[src/rtl/ext_interrupt_ctrl.sv]
// External interrupt controller: rising-edge gateways, enable mask, fixed
// lowest-id-wins arbitration and a claim/complete handshake to one hart.
module ext_interrupt_ctrl #(
   parameter int NSRC = 8
) (
   input  logic            I_clk,
   input  logic            I_rst,
   input  logic [NSRC-1:0] I_irq,
   input  logic [1:0]      I_addr,
   input  logic            I_wen,
   input  logic            I_ren,
   input  logic [31:0]     I_wdata,
   output logic [31:0]     O_rdata,
   output logic            O_extinterrupt,
   output logic [4:0]      O_irqid
);

   typedef enum logic [1:0] {
      ST_IDLE   = 2'd0,
      ST_ASSERT = 2'd1,
      ST_BUSY   = 2'd2
   } state_e;

   localparam logic [1:0] A_PENDING = 2'd0;
   localparam logic [1:0] A_ENABLE  = 2'd1;
   localparam logic [1:0] A_CLAIM   = 2'd2;
   localparam logic [1:0] A_STATUS  = 2'd3;

   state_e          state_q, state_d;
   logic [NSRC-1:0] irq_q;
   logic [NSRC-1:0] pending_q, pending_d;
   logic [NSRC-1:0] enable_q, enable_d;
   logic [4:0]      claimed_q, claimed_d;
   logic            ext_q;

   logic [NSRC-1:0] edges;
   logic [NSRC-1:0] masked;
   logic [NSRC-1:0] best_oh;
   logic [NSRC-1:0] clr;
   logic [4:0]      best_id;
   logic            claim_rd;
   logic            complete_wr;
   logic            unused_wdata;

   assign edges        = I_irq & ~irq_q;
   assign masked       = pending_q & enable_q;
   assign claim_rd     = I_ren && (I_addr == A_CLAIM);
   // A simultaneous read strobe turns a claim-address write into a pure claim.
   assign complete_wr  = I_wen && !I_ren && (I_addr == A_CLAIM);
   assign unused_wdata = ^I_wdata;

   // Descending scan so the lowest set index is the last assignment made.
   always_comb begin
      best_id = 5'd0;
      best_oh = '0;
      for (int i = NSRC - 1; i >= 0; i--) begin
         if (masked[i]) begin
            best_id    = 5'(i + 1);
            best_oh    = '0;
            best_oh[i] = 1'b1;
         end
      end
   end

   always_comb begin
      state_d   = state_q;
      claimed_d = claimed_q;
      clr       = '0;
      enable_d  = enable_q;
      case (state_q)
         ST_IDLE: begin
            if (best_id != 5'd0) state_d = ST_ASSERT;
         end
         ST_ASSERT: begin
            if (claim_rd && (best_id != 5'd0)) begin
               clr       = best_oh;
               claimed_d = best_id;
               state_d   = ST_BUSY;
            end else if (best_id == 5'd0) begin
               state_d = ST_IDLE;
            end
         end
         ST_BUSY: begin
            if (complete_wr && (I_wdata[4:0] == claimed_q)) begin
               claimed_d = 5'd0;
               state_d   = ST_IDLE;
            end
         end
         default: state_d = ST_IDLE;
      endcase
      // A fresh edge on the bit being claimed keeps it pending.
      pending_d = (pending_q & ~clr) | edges;
      if (I_wen && (I_addr == A_ENABLE)) enable_d = I_wdata[NSRC-1:0];
   end

   always_ff @(posedge I_clk) begin
      if (I_rst) begin
         state_q   <= ST_IDLE;
         irq_q     <= '0;
         pending_q <= '0;
         enable_q  <= '0;
         claimed_q <= 5'd0;
         ext_q     <= 1'b0;
      end else begin
         state_q   <= state_d;
         irq_q     <= I_irq;
         pending_q <= pending_d;
         enable_q  <= enable_d;
         claimed_q <= claimed_d;
         ext_q     <= (state_d == ST_ASSERT);
      end
   end

   always_comb begin
      O_rdata = 32'd0;
      case (I_addr)
         A_PENDING: O_rdata[NSRC-1:0] = pending_q;
         A_ENABLE:  O_rdata[NSRC-1:0] = enable_q;
         A_CLAIM:   O_rdata[4:0]      = (state_q == ST_BUSY) ? 5'd0 : best_id;
         A_STATUS: begin
            O_rdata[9:8] = state_q;
            O_rdata[4:0] = claimed_q;
         end
         default: O_rdata = 32'd0;
      endcase
   end

   assign O_extinterrupt = ext_q;
   assign O_irqid        = best_id;

endmodule

[config.mk]
export PLATFORM = sky130hd
export DESIGN_NAME = ext_interrupt_ctrl
export DESIGN_NICKNAME = d
export VERILOG_FILES = /design/src/rtl/ext_interrupt_ctrl.sv
export SDC_FILE = /design/constraint.sdc
export NUM_CORES = 1
export LEC_CHECK = 0
export BUFFER_PORTS_ARGS = -buffer_cell sky130_fd_sc_hd__buf_2
export CAP_MARGIN = 20
export CORE_UTILIZATION = 45
export DETAILED_ROUTE_END_ITERATION = 8
export PLACE_DENSITY = 0.76
export SYNTH_ARGS = -nofsm -noshare
export SYNTH_HDL_FRONTEND = slang
export SYNTH_SLANG_ARGS = --single-unit
export TNS_END_PERCENT = 1
[constraint.sdc]
create_clock -name I_clk -period 1.9 [get_ports I_clk]
set_clock_uncertainty 0.1 [all_clocks]
set_input_delay 0.285 -clock I_clk [delete_from_list [all_inputs] [get_ports I_clk]]
set_output_delay 0.285 -clock I_clk [all_outputs]
set_load 0.05 [all_outputs]
Word-level counts from Yosys, hierarchy flattened
Index checks and enable logic that the tools add are counted.
{"block": "totals", "register_bits": 32, "word_cells": 64, "in_bits": 46}
{"block": "op_classes", "n_mux": 30, "n_reduce_logical": 13, "n_bitwise": 6, "eq_ne": 9}
{"cell": "$mux 8", "n": 10}
{"cell": "$mux 5", "n": 10}
{"cell": "$and 8x8->8", "n": 3}
{"cell": "$pmux 5 s4", "n": 1}
{"cell": "$not 8->8", "n": 2}
{"cell": "$mux 2", "n": 5}
{"cell": "$pmux 5 s2", "n": 1}
{"cell": "$or 8x8->8", "n": 1}
{"cell": "$eq 2x1->1 const B", "n": 3}
{"cell": "$eq 2x2->1 const B", "n": 3}
{"cell": "$logic_and 1x1->1", "n": 6}
{"cell": "$pmux 2 s3", "n": 1}
{"cell": "$pmux 3 s2", "n": 1}
{"cell": "$eq 5x5->1", "n": 1}
{"cell": "$logic_not 5->1", "n": 1}
{"cell": "$reduce_bool 5->1", "n": 1}
{"cell": "$logic_not 2->1", "n": 2}
{"cell": "$mux 4", "n": 1}
{"cell": "$ne 2x2->1 const B", "n": 2}
{"cell": "$reduce_and 3->1", "n": 1}
{"cell": "$reduce_bool 2->1", "n": 1}
{"cell": "$logic_not 1->1", "n": 1}

Logic depth before layout (Yosys ltp)
{"block": "logic_depth", "depth_word": 16, "depth_mapped": 5, "depth_no_buf": 5}

Least setup slack after synthesis
No wires, ideal clock.
{"block": "synth_path", "path_kind": "register to output", "from": "register pending_q[1]", "to": "output port O_rdata[3]", "stages_incl_launch_ff": 6, "slack_ns": -1.329, "arrival_ns": 2.844, "path_cell_list": "dfxtp_1 -> a22oi_2 -> nand2_1 -> nor3_1 -> a22oi_1 -> a21oi_1"}
{"block": "synth_between", "elab_chain_cells": 5}
{"item": "start: declaration", "line": "31", "text": "logic [NSRC-1:0] pending_q, pending_d;"}
{"item": "start signal: assignment", "line": "107", "text": "pending_q <= pending_d;"}
{"item": "$and 8x8->8", "line": "46", "text": "assign masked = pending_q & enable_q;"}
{"item": "$mux 5 (2 in a row)", "line": "57", "text": "if (masked[i]) begin"}
{"item": "net O_irqid[3]", "line": "15", "text": "output logic [4:0] O_irqid"}
{"item": "$mux 5", "line": "119", "text": "A_CLAIM: O_rdata[4:0] = (state_q == ST_BUSY) ? 5'd0 : best_id;"}
{"item": "$pmux 5 s4", "line": "116", "text": "case (I_addr)"}
{"item": "end: declaration", "line": "13", "text": "output logic [31:0] O_rdata,"}
The timed path passes the listed nets, and every way through them passes these cells.

Worst setup path in the final report
{"block": "layout_path", "from": "register enable_q[5]", "to": "output port O_rdata[1]"}
{"block": "layout_between", "elab_chain_cells": 9}
{"item": "start: declaration", "line": "32", "text": "logic [NSRC-1:0] enable_q, enable_d;"}
{"item": "start signal: assignment", "line": "108", "text": "enable_q <= enable_d;"}
{"item": "$and 8x8->8", "line": "46"}
{"item": "$mux 5 (6 in a row)", "line": "57"}
{"item": "$mux 5", "line": "119"}
{"item": "$pmux 5 s4", "line": "116"}
Every way passes these cells.

==> results summary <==
The number of CTS-inserted buffers came out at 5. After synthesis the netlist holds a flip-flop and latch count of 31. The number of hold violations in the final report came to 0. For this run, the leading register cell type out of synthesis is sky130_fd_sc_hd__dfxtp_1.

The number of global-route vias before repair was roughly 1400. The count of boundary I/O pins is 84. The remaining antenna violation count is 0. The average instance area after synthesis came out at roughly 8.4 um2. The fraction of power spent switching nets is 0.305. The number of distinct library cell variants in the gate-level netlist after synthesis came out at slightly above 40.

The gate count of the mapped netlist came out at 197. The run finished, with violations left. Counting flops with a built-in enable in the synthesized netlist gives 0. The footprint of the multi-input gates came out at around 0.001 mm2.

The slack of the critical path is -0.118 ns. The synthesized netlist occupies a cell area of roughly 0.0017 mm2. The final cell count without fillers came out at between 200 and 300. The effective utilization at floorplan came out at 0.481.

The critical path class is register to output port. In the layout the commonest cells are 30 x sky130_fd_sc_hd__buf_2, 23 x sky130_fd_sc_hd__dfxtp_1, 23 x sky130_fd_sc_hd__conb_1. The library cell occupying the most area in the post-synthesis netlist is sky130_fd_sc_hd__dfxtp_1.

The max-slew violation count came to 0. The core region is around 0.0034 mm2. Port buffering added 36 buffers. The number of buffers on the longest clock path is 2. The x dimension of the die is 62.7 um. The maximum vdd ir drop came out at ~0.00041 V. The clock edge transition at the registers on the reported setup and hold paths came out at around 0.070 ns. The required time at the worst-slack endpoint is roughly 1.5 ns.

Subtracting the final worst setup slack from the clock period gives slightly above 2 ns. The standard-cell row count is 21. In this run the number of H-tree levels came out at 2. The setup check on the worst reg-to-reg path leaves a slack of around 0.22 ns. The share of total power dissipated in the clock network is 0.383. The DRC violation count after routing came out at 0. The areal power density over the cells came out at 798 mW/mm2. The floorplan step defined a die boundary enclosing slightly below 0.004 mm2. Walking the worst path, the cells encountered are a22oi_2, nand2b_1, a21boi_4, a22oi_2, a21oi_4, buf_6.

The detailed-route via count is between 1000 and 1500. STA classifies the critical path endpoint as an output port. In this run the cell area measured after placement is around 0.002 mm2. The tree is rooted in a sky130_fd_sc_hd__clkbuf_8.

The number of warning messages in the yosys log came out at 0. At the end of routability-driven placement, the weighted congestion stood at a little under 0.9. The number of inserted diodes came out at 0.

Of the total power, combinational logic draws 0.213. The share of the synthesized area in the top cell type came out at 0.375. The final reports fail on negative setup slack. The switching component of the power is 0.000535 W.

The sequential share of the synthesized area is 0.375. The final-layout worst hold slack came out at between 0.1 and 0.15 ns. The slowest stage of the critical path is the sky130_fd_sc_hd__dfxtp_1 cell. The ratio of cells with drive above 1 in the final layout came out at 0.361. The clock reaches the later pin of the worst-skew pair after about 0.29 ns. Of all nets on the critical path, the largest fanout is 4. The wire-length estimate of the detail-placed layout is around 3 mm.

The stage delay of the slowest cell on the critical path came out at around 0.34 ns. The total global routing overflow came out at 0. For this run, asynchronously set or reset flops after synthesis account for 0. The number of cells traversed by the worst register-to-register path came out at 6. The count of clock tree sinks came out at 31. The critical path starts at enable_q[5].

Ranked by total cell area, the synthesized netlist is headed by sky130_fd_sc_hd__dfxtp_1 37%, sky130_fd_sc_hd__buf_4 10%, sky130_fd_sc_hd__mux2i_1 7.3%, sky130_fd_sc_hd__nor2b_1 4.9%, sky130_fd_sc_hd__nor2_1 4.3%. In this run the critical register-to-register path is launched from enable_q[5]. The path class of the tightest hold or removal check is input port to register.

The mean number of vias per cell is roughly 5. Setup violations remaining at the end of the flow were counted as 4. The most frequent standard cell in the layout excluding fill and tap cells is sky130_fd_sc_hd__buf_2. The terminus of the critical flop-to-flop path is claimed_q[1]. The number of nets in the final layout came out at roughly 300. The number of violations of the max-capacitance limit is 0. In this run, the number of DRC markers left after iteration 0 of detailed routing was 25. The number of antenna violations at the first check in global routing is 0.

The first TritonRoute pass finished after 4 iterations. The synthesis-to-finish area growth came out at 33.0%. The number of gates on the worst path with buffers counted is 6. Setup repair after global routing could not meet its margin everywhere. The design internal power is about 0.0012 W. Following the worst setup path forward leads to its endpoint at O_rdata[1].

The fraction of power consumed by sequential logic came out at 0.405. The leakage power came out at 1.01 nW. The type of element launching the critical path is a register.

The period utilization came out at 1.06. The timing-limited maximum frequency came out at 0.496 GHz. The first global-routing pass estimated between 6 and 7 mm of wire. The signal arrival time at the worst endpoint is about 1.6 ns.

The overall track demand over capacity in global routing is 0.210. The cell count after placement is 289. Entering global routing, the biggest net connects 25 pins. Grouping stages by cell kind, the critical path spends the most delay in compound AO/OA/AOI/OAI gates.

TritonCTS built the clock tree. The count of hold buffers inserted by post-cts repair is 0. The vertical die dimension came out at ~63 um. The buffer and inverter count on the worst path came out at 1.

After detailed routing, the average wire length per cell comes to 13.0 um. The wire length after detailed routing is roughly 3.9 mm. Summing all flip-flop and latch instances after layout gives approximately 630 um2.

The layout filler cell count came out at 327. The most common cell type on the critical path is sky130_fd_sc_hd__a22oi_2. The area of all placed cells without fillers is approximately 0.0022 mm2.
[worst min path at each step]
stage / from / endpoint / slack (ns) / cells past startpoint
after floorplan: I_irq[2] / irq_q[2] / 0.29 / 2
after global placement: irq_q[2] / pending_q[2] / 0.31 / 1
after detailed placement: irq_q[2] / pending_q[2] / 0.33 / 1
after CTS: I_irq[2] / irq_q[2] / 0.11 / 3
after global routing: I_irq[2] / irq_q[2] / 0.12 / 3
final: I_irq[2] / irq_q[2] / 0.11 / 3
[power by group through the flow]
stage	clock, W	sequential (W)	combinational, W
finish	0.000673	0.000711	0.000374
global route	0.000704	0.000714	0.000396
CTS	0.000682	0.000710	0.000372
detailed placement	0	0.000723	0.000357
global placement	0	0.000722	0.000353
floorplan	0	0.000722	0.000301
[flip-flops by register name, indices dropped and copies added, names as in the netlist]
signal,count
state_q,2
claimed_q,4
enable_q,8
pending_q,8
irq_q,8
O_extinterrupt,1
[cell type report]
cell class | count | share of cell area
repair buffers | 55 | 0.169
clock buffers | 6 | 0.0375
clock inverters | 2 | 0.0159
multi-input cells | 153 | 0.455
inverters | 5 | 0.00852
flip-flops and latches | 31 | 0.287
well taps | 46 | 0.0261
[what timing repair did]
| action | 4_1_cts | 5_1_grt |
|---|---|---|
| pin swaps | 10 | 1 |
| endpoints found under the setup margin | 7 | 7 |
| buffers inserted | 1 | 0 |
| gates resized for setup | 20 | 6 |
[cell usage after synthesis, types with 2 or more instances]
master	number
sky130_fd_sc_hd__nand2_1	18
sky130_fd_sc_hd__nand2b_1	5
sky130_fd_sc_hd__o21ai_0	5
sky130_fd_sc_hd__xnor2_1	2
sky130_fd_sc_hd__clkbuf_1	5
sky130_fd_sc_hd__nor2b_1	13
sky130_fd_sc_hd__or3_1	2
sky130_fd_sc_hd__o21ai_1	4
sky130_fd_sc_hd__inv_1	4
sky130_fd_sc_hd__a22oi_2	2
sky130_fd_sc_hd__a211oi_1	3
sky130_fd_sc_hd__a22oi_1	5
sky130_fd_sc_hd__dfxtp_1	31
sky130_fd_sc_hd__nand3_1	4
sky130_fd_sc_hd__xor2_1	2
sky130_fd_sc_hd__nor2_1	19
sky130_fd_sc_hd__buf_4	23
sky130_fd_sc_hd__nor4_1	2
sky130_fd_sc_hd__a21oi_1	10
sky130_fd_sc_hd__mux2i_1	12
sky130_fd_sc_hd__and3_1	2
sky130_fd_sc_hd__nand4_1	2
sky130_fd_sc_hd__a32o_1	3
sky130_fd_sc_hd__buf_2	2
[routing by layer]
layer  part of all wire  wire [um]  global-route usage  up-vias
met5                  0          0                   0        -
met4              0.020         77              0.0872        0
met3              0.041        159              0.0511       10
met2               0.48       1870               0.337       43
met1               0.46       1770               0.266      679
li1                   -          -                   -      745
[logic make-up (layout without fill, tap and decap cells)]
kind of cell,count (synthesis),in the layout,synth area share
other,1,23,0.00226
buffers and inverters,35,68,0.133
AO/OA/AOI/OAI,39,39,0.159
AND/OR/NAND/NOR,74,74,0.230
XOR/XNOR,4,4,0.0212
flip-flops,31,31,0.375
multiplexers,13,13,0.0793
[tightest hold or removal path, stage by stage]
cell and delay [ns]:
sky130_fd_sc_hd__buf_2 0.07, sky130_fd_sc_hd__nand2_1 0.06, sky130_fd_sc_hd__inv_1 0.06
[through the flow]
step	TNS, ns	power, W	worst slack, ns	utilization
floorplan	-1.14	0.00102	-0.269	-
global placement	0	0.00107	0.0468	0.584
detailed placement	0	0.00108	0.0123	0.584
CTS	-0.327	0.00176	-0.105	0.637
global route	-0.629	0.00181	-0.189	0.640
finish	-0.329	0.00176	-0.118	0.640
No activity file was read; power rests on OpenSTA's default activity.
